`config.mk`:
```
export PLATFORM = sky130hd
export DESIGN_NAME = usb_ep_fifo
export DESIGN_NICKNAME = d
export VERILOG_FILES = /design/src/rtl/usb_ep_fifo.sv
export SDC_FILE = /design/constraint.sdc
export NUM_CORES = 1
export LEC_CHECK = 0
export BUFFER_PORTS_ARGS = -buffer_cell sky130_fd_sc_hd__buf_2
export CORE_UTILIZATION = 40
export CTS_BUF_LIST = sky130_fd_sc_hd__clkbuf_2
export DETAILED_ROUTE_END_ITERATION = 12
export GPL_TIMING_DRIVEN = 0
export PLACE_DENSITY = 0.7
export SLEW_MARGIN = 10
export SYNTH_ARGS = -nofsm -noshare
export SYNTH_HDL_FRONTEND = slang
export SYNTH_SLANG_ARGS = --single-unit
```
`constraint.sdc`:
```
create_clock -name clk -period 3.14 [get_ports clk]
set_input_delay 0 -clock clk [delete_from_list [all_inputs] [get_ports clk]]
set_output_delay 0 -clock clk [all_outputs]
set_load 0.1 [all_outputs]
```
`src/rtl/usb_ep_fifo.sv`:
```
// Endpoint FIFO with packet-level write commit/discard and read commit/rewind.
// Tentative pointers run ahead of committed/released bases; flags derive from registered pointers only.
module usb_ep_fifo #(
  parameter int addr_width = 4,
  parameter int data_width = 8
) (
  input  logic                  clk,
  input  logic                  reset,
  input  logic                  sclr,
  input  logic [data_width-1:0] data,
  input  logic                  wrreq,
  input  logic                  wr_commit,
  input  logic                  wr_discard,
  output logic [data_width-1:0] q,
  input  logic                  rdreq,
  input  logic                  rd_commit,
  input  logic                  rd_rewind,
  output logic                  empty,
  output logic                  full,
  output logic [addr_width:0]   rd_avail,
  output logic [addr_width:0]   wr_free,
  output logic                  overflow,
  output logic                  underflow
);

  localparam int unsigned DEPTH = 1 << addr_width;
  localparam logic [addr_width:0] W_DEPTH = (addr_width+1)'(DEPTH);

  logic [data_width-1:0] r_mem [DEPTH];

  logic [addr_width:0] r_wr_ptr;
  logic [addr_width:0] r_wr_base;
  logic [addr_width:0] r_rd_ptr;
  logic [addr_width:0] r_rd_base;
  logic                r_overflow;
  logic                r_underflow;
  logic [data_width-1:0] r_q;

  logic [addr_width:0] w_used;
  logic                w_empty;
  logic                w_full;
  logic                w_wr_acc;
  logic                w_rd_acc;
  logic [addr_width:0] w_wr_ptr_nxt;
  logic [addr_width:0] w_rd_ptr_nxt;

  assign w_used  = r_wr_ptr - r_rd_base;
  assign w_empty = (r_rd_ptr == r_wr_base);
  assign w_full  = (w_used == W_DEPTH);

  assign w_wr_acc = wrreq & ~w_full;
  assign w_rd_acc = rdreq & ~w_empty & ~rd_rewind;

  always_comb begin
    w_wr_ptr_nxt = r_wr_ptr;
    if (wr_discard)
      w_wr_ptr_nxt = r_wr_base;
    else if (w_wr_acc)
      w_wr_ptr_nxt = r_wr_ptr + 1'b1;
  end

  always_comb begin
    w_rd_ptr_nxt = r_rd_ptr;
    if (rd_rewind)
      w_rd_ptr_nxt = r_rd_base;
    else if (w_rd_acc)
      w_rd_ptr_nxt = r_rd_ptr + 1'b1;
  end

  // A discarded write may land in an uncommitted slot; it is never visible.
  always_ff @(posedge clk) begin
    if (w_wr_acc)
      r_mem[r_wr_ptr[addr_width-1:0]] <= data;
  end

  always_ff @(posedge clk) begin
    if (reset) begin
      r_wr_ptr    <= '0;
      r_wr_base   <= '0;
      r_rd_ptr    <= '0;
      r_rd_base   <= '0;
      r_overflow  <= 1'b0;
      r_underflow <= 1'b0;
      r_q         <= '0;
    end else if (sclr) begin
      r_wr_ptr    <= '0;
      r_wr_base   <= '0;
      r_rd_ptr    <= '0;
      r_rd_base   <= '0;
      r_overflow  <= 1'b0;
      r_underflow <= 1'b0;
    end else begin
      r_wr_ptr <= w_wr_ptr_nxt;
      if (wr_commit && !wr_discard)
        r_wr_base <= w_wr_ptr_nxt;
      r_rd_ptr <= w_rd_ptr_nxt;
      if (rd_commit && !rd_rewind)
        r_rd_base <= w_rd_ptr_nxt;
      if (w_rd_acc)
        r_q <= r_mem[r_rd_ptr[addr_width-1:0]];
      if (wrreq && w_full)
        r_overflow <= 1'b1;
      if (rdreq && w_empty && !rd_rewind)
        r_underflow <= 1'b1;
    end
  end

  assign q         = r_q;
  assign empty     = w_empty;
  assign full      = w_full;
  assign rd_avail  = r_wr_base - r_rd_ptr;
  assign wr_free   = W_DEPTH - w_used;
  assign overflow  = r_overflow;
  assign underflow = r_underflow;

endmodule

```
Yosys cells after proc, flatten, opt, wreduce, memory -nomap -nowiden
Memories as Yosys holds them, arrays and structs flattened. A register that Yosys moved wholly into a read port is not among the register bits.
Index checks and enable logic that the tools add are counted.
- flip-flop bits (word level): 22
- RAM bits: 128
- input port bits: 17
- output and inout port bits: 22
- logic and storage cells: 36
- memories: 1
- add/sub/neg operators: 5
- equal/unequal tests: 2
- mux-type cells: 6
- bitwise logic cells: 7
- reductions and logical operators: 9
- memory list (memory ; words ; width ; read ports ; clocked after Yosys merged registers in ; write ports ; RTL line ; source):
    r_mem ; 16 ; 8 ; 1 ; 1 ; 1 ; 29 ; logic [data_width-1:0] r_mem [DEPTH];
- operators by type and width (operator ; number):
    2-to-1 mux 5 bit ; 4
    adder 5 x 1 -> 5 bit (second input constant) ; 2
    subtractor 5 bit ; 2
    equality test 5 bit ; 1
    equality test 5 bit (second input constant) ; 1
    logical AND 1 bit ; 5
    subtractor 5 bit (first input constant) ; 1
    NOT 1 bit ; 4
    AND 1 bit ; 3
    zero test 1 bit ; 2
    2-to-1 mux 1 bit ; 2
    AND reduction 2 bit ; 1
    OR reduction 2 bit ; 1

Longest topological paths before layout
- depth after elaboration: 6
- gate-level depth with buffers: 13
- gate-level depth less buffers: 12

Worst setup path before layout
OpenSTA, ideal clock, no wires.
- path type: reg-to-reg
- start point: register r_wr_ptr[0]
- end point: memory r_mem[0][0], enable pin
- data arrival time: 3.213 ns
- required time: 2.757 ns
- setup slack: -0.456 ns
- stages on the path, launching flop included: 12
- buffers on the path: 1
- cells stage by stage: dfxtp_1 -> inv_1 -> ha_1 -> fa_1 -> ha_1 -> nand2_1 -> a21oi_1 -> ha_1 -> nor2b_1 -> clkbuf_1 -> nand2_1 -> nor3_1
- longest elaborated chain between the ends: 6
- ends and longest elaborated chain (item ; RTL line ; source):
    start: declaration ; 31 ; logic [addr_width:0] r_wr_ptr;
    start signal: assignment ; 93 ; r_wr_ptr <= w_wr_ptr_nxt;
    subtractor 5 bit ; 47 ; assign w_used = r_wr_ptr - r_rd_base;
    equality test 5 bit ; 49 ; assign w_full = (w_used == W_DEPTH);
    net full ; 19 ; output logic full,
    NOT 1 bit ; 51 ; assign w_wr_acc = wrreq & ~w_full;
    AND 1 bit ; 51 ;
    2-to-1 mux 1 bit ; 72 ; if (w_wr_acc)
    2-to-1 mux 1 bit (not written as such) ; 73 ; r_mem[r_wr_ptr[addr_width-1:0]] <= data;
    end: declaration ; 29 ;
The timed path passes the listed nets, and every way through them passes these cells.

Worst setup path after layout
- start point: register r_wr_ptr[0]
- end point: memory r_mem[1][3], enable pin
- longest elaborated chain between the ends: 6
- ends and longest elaborated chain (item ; RTL line):
    subtractor 5 bit ; 47
    equality test 5 bit ; 49
    NOT 1 bit ; 51
    AND 1 bit ; 51
    2-to-1 mux 1 bit ; 72
    2-to-1 mux 1 bit (not written as such) ; 73
Several ways; a longest one is shown, not always the timed one.

==> results.md <==
- WP buf/inv: 3
- Setup crit start kind: flip-flop
- Crit-path slowest cell: fa_1
- Layout cells sized above 1: a little under 30%
- Skew final: 0.03728 ns
- Delay-heaviest family, CP: adder cells
- # port buffers: 38
- Clk pwr share: between 20% and 30%
- Clock slew at reported path FFs: 0.22 ns
- P per Cell Area: 529.1 nW/um^2
- Post-synth EDFFs: 128
- Worst Path Arrival: approximately 3.4 ns
- Number of global-route vias before repair: 3,858
- Post-route ant nets: 0
- Via density: roughly 5.3
- Mapped Cells: 420
- VDD IR-drop max: slightly above 200 uV
- Root buf cell: clkbuf_2
- Top_reg_cell synth: edfxtp_1
- DR pass1 iterations: 5
- Worst Path Class, Setup: reg2reg
- Crit-path cells: inv_1 > ha_1 > fa_1 > ha_1 > nand2_1 > a21oi_1 > ha_2 > nor2b_1 > clkbuf_2 > nand2_2 > nor3_4 > buf_12
- Crit-path most repeated cell: ha_1
- CTS tree: yes
- Critical path depth: 12
- Hpwl dp: 9651 um
- Core ar.: 16,000 um^2
- Crit. End Element: flip-flop
- First-pass GRT wire length: 21,740 um
- Hold_ws: 0.1221 ns
- Crit-path max FO: 8
- Final Routed Wirelength: around 14,000 um
- HP Class: in2reg
- Fillers: 1,354
- Worst slew pin tran: 0.8899 ns
- Yosys cell types: 42
- Relative slew slack: 40.61%
- Setup slack, reg-to-reg: roughly 0.16 ns
- Area grow syn2layout: 18.99%
- Netlist Area Pre-Place: 6589 um^2
- Reg2reg start: r_wr_ptr[0]$_SDFF_PP0_
- Gate power share: 15.0%
- DRC: 0
- Crit path time final: slightly below 3 ns
- Pint: 2.933 mW
- # IOs: 39
- Setup ws final: 0.1628 ns
- DRT iter0 DRCs: 433
- Die Ht: 130.3 um
- Chip width: 130.3 um
- FFs w/ async S/R, synth: 0%
- Hold path depth: 4
- Pleak: 2.699 nW
- Net Sw Frac: between 20% and 30%
- Yosys warns: 0
- Antenna violations before repair: 1
- Overflow after GRT: 0
- Cts bufs inserted: 17
- Synth Register Bits: between 150 and 200
- Total power: 4.148 mW
- FF-to-FF End: r_mem[1][3]$_DFFE_PP_
- Max Root-Sink Buffers: 2
- Final worst path period share: 94.82%
- Status: complete, no violations
- Final setup viols: 0
- Post-Place Worst Slack: -0.3670 ns
- DR WL/cell: 19.44 um
- CP Capture Point: r_mem[1][3]$_DFFE_PP_
- Sequential area share after synthesis: about two thirds
- Setup_tns: 0 ns
- Nets: 541
- Tot GR Track Use: ~18%
- Sequential share of power: 55.6%
- Starting Density: 41.18%
- R2R cell count: 12
- Max-Cap Viols: 0
- Syn Area/Cell: ~16 um^2
- CP max stage delay: 0.47 ns
- Placer Congestion: 0.8028
- Required time worst endpoint: 3.59 ns
- Vias post-DR: 3,896
- Switch Pwr: around 1.2 mW
- Fmax: 335.9 MHz
- H-tree depth: 4
- Final Hold Viols: 0
- Worst setup path start: r_wr_ptr[0]$_SDFF_PP0_
- Clock sinks: 158
- Synth Net Count: ~450
- Post-Place Cells: roughly 670
- Die area: roughly 17,000 um^2
- Fin cells: 737
- Worst-skew pair later-pin latency: between 0.7 and 0.8 ns
- Largest net degree at the start of global routing: 17
- Row cnt: 46
- Slew Limit Fails: 0
## registers in the layout, indices dropped and copies added, names as in the netlist
| register | cells |
|---|---|
| underflow | 1 |
| r_rd_ptr | 5 |
| r_wr_ptr | 5 |
| r_mem | 128 |
| r_wr_base | 5 |
| q | 8 |
| r_rd_base | 5 |
| overflow | 1 |
## placed cells by master, fill, tap and decap left out, types with 3 or more instances in the layout
master	netlist	final
clkbuf_2	0	19
inv_6	0	5
mux2i_1	3	3
dfxtp_1	30	28
xnor2_1	9	9
clkbuf_1	11	9
bufinv_16	0	3
buf_12	0	4
clkbuf_4	0	4
inv_1	17	17
buf_4	1	8
mux4_2	32	32
nand2_2	0	3
nand2_1	49	46
nor2_1	25	12
o21ai_0	13	13
a21oi_1	24	24
buf_6	2	3
a21o_1	3	3
a211oi_1	6	6
nor3_4	0	4
nor2b_1	4	4
nor2_4	0	12
a221o_1	7	7
xor2_1	6	5
ha_1	15	14
buf_2	4	35
edfxtp_1	128	128
dlygate4sd3_1	0	22
## area by class of cell
cell class                      count  area, um^2  share of cell area [%]
Tap cell                          216       270.3                   3.447
Clock inverter                     14       180.2                   2.298
Buffer                             18       97.59                   1.245
Timing Repair Buffer               69       544.3                   6.942
Clock buffer                       18       90.09                   1.149
Sequential cell                   158        4447                   56.72
Multi-Input combinational cell    224        2133                   27.21
Inverter                           19       75.07                  0.9575
Antenna cell                        1       2.502                 0.03192
## Yosys cell counts, types with 2 or more instances
cell,n,area (um^2)
dfxtp_1,30,600.6
nor2_1,25,93.84
xor2_1,6,52.55
buf_2,4,20.02
edfxtp_1,128,3844
a21o_1,3,22.52
buf_6,2,22.52
ha_1,15,187.7
xnor2_1,9,78.83
nand4_1,2,12.51
clkinv_1,2,7.510
nand2_1,49,183.9
mux2i_1,3,30.03
inv_1,17,63.81
a211oi_1,6,45.04
nor3_1,4,20.02
and4_1,2,17.52
o211a_1,2,20.02
nand2b_1,2,12.51
a221o_1,7,70.07
nor2b_1,4,25.02
a21oi_1,24,120.1
fa_1,2,40.04
clkbuf_1,11,41.29
o21ai_0,13,65.06
mux4_2,32,720.7
## what timing repair did
item / CTS / global route
pin swaps: 4 / 3
setup endpoints to repair: 133 / 146
hold buffers: 22 / 0
buffers inserted: 4 / 5
endpoints found under the hold margin: 160 / 0
resized for setup: 23 / 24
## how the worst min path moves through the flow
stage | startpoint | end
3_3_place_gp | wrreq | overflow$_SDFFE_PP0P_
6_report | wr_discard | r_wr_ptr[2]$_SDFF_PP0_
4_1_cts | wr_discard | r_wr_ptr[2]$_SDFF_PP0_
5_1_grt | wr_discard | r_wr_ptr[2]$_SDFF_PP0_
3_5_place_dp | wrreq | overflow$_SDFFE_PP0P_
2_1_floorplan | data[0] | r_mem[0][0]$_DFFE_PP_
## power groups by stage
stage	Sequential, mW	Combinational (mW)	Clock (mW)
after floorplan	2.38	0.420	0
after global placement	2.35	0.559	0
after detailed placement	2.35	0.564	0
after CTS	2.31	0.609	1.25
after global routing	2.31	0.654	1.33
final	2.31	0.621	1.22
## kinds of logic after synthesis
group	count (synthesis)	synth area share [%]
AO/OA/AOI/OAI	62	6.343
XOR/XNOR	17	2.583
adder cells (fa/ha/maj)	17	3.456
buffers and inverters	38	2.526
flip-flops	158	67.45
multiplexers	35	11.39
AND/OR/NAND/NOR	93	6.248
## stage by stage
step                      cell area [um^2]  util (%)
after global routing                  7840     49.00
after detailed placement              7074     44.21
final                                 7840     49.00
after floorplan                       6614         -
after global placement                7074     44.21
after CTS                             7714     48.21
## routing by layer
metal | global-route usage, % | vias to the layer above | part of all wire, % | routed length (um)
met5 | 0 | - | 0 | 0
met4 | 6.761 | 0 | 1.8 | 252
met3 | 3.895 | 21 | 4.6 | 654
met2 | 30.41 | 123 | 52 | 7444
met1 | 22.67 | 1974 | 42 | 5975
li1 | - | 1778 | - | -
## tightest hold or removal path: stages
cell and delay [ns]:
dlygate4sd3_1 0.53, buf_2 0.14, nand2_1 0.06, a21oi_1 0.06
Power figures use the tool's default switching activity.
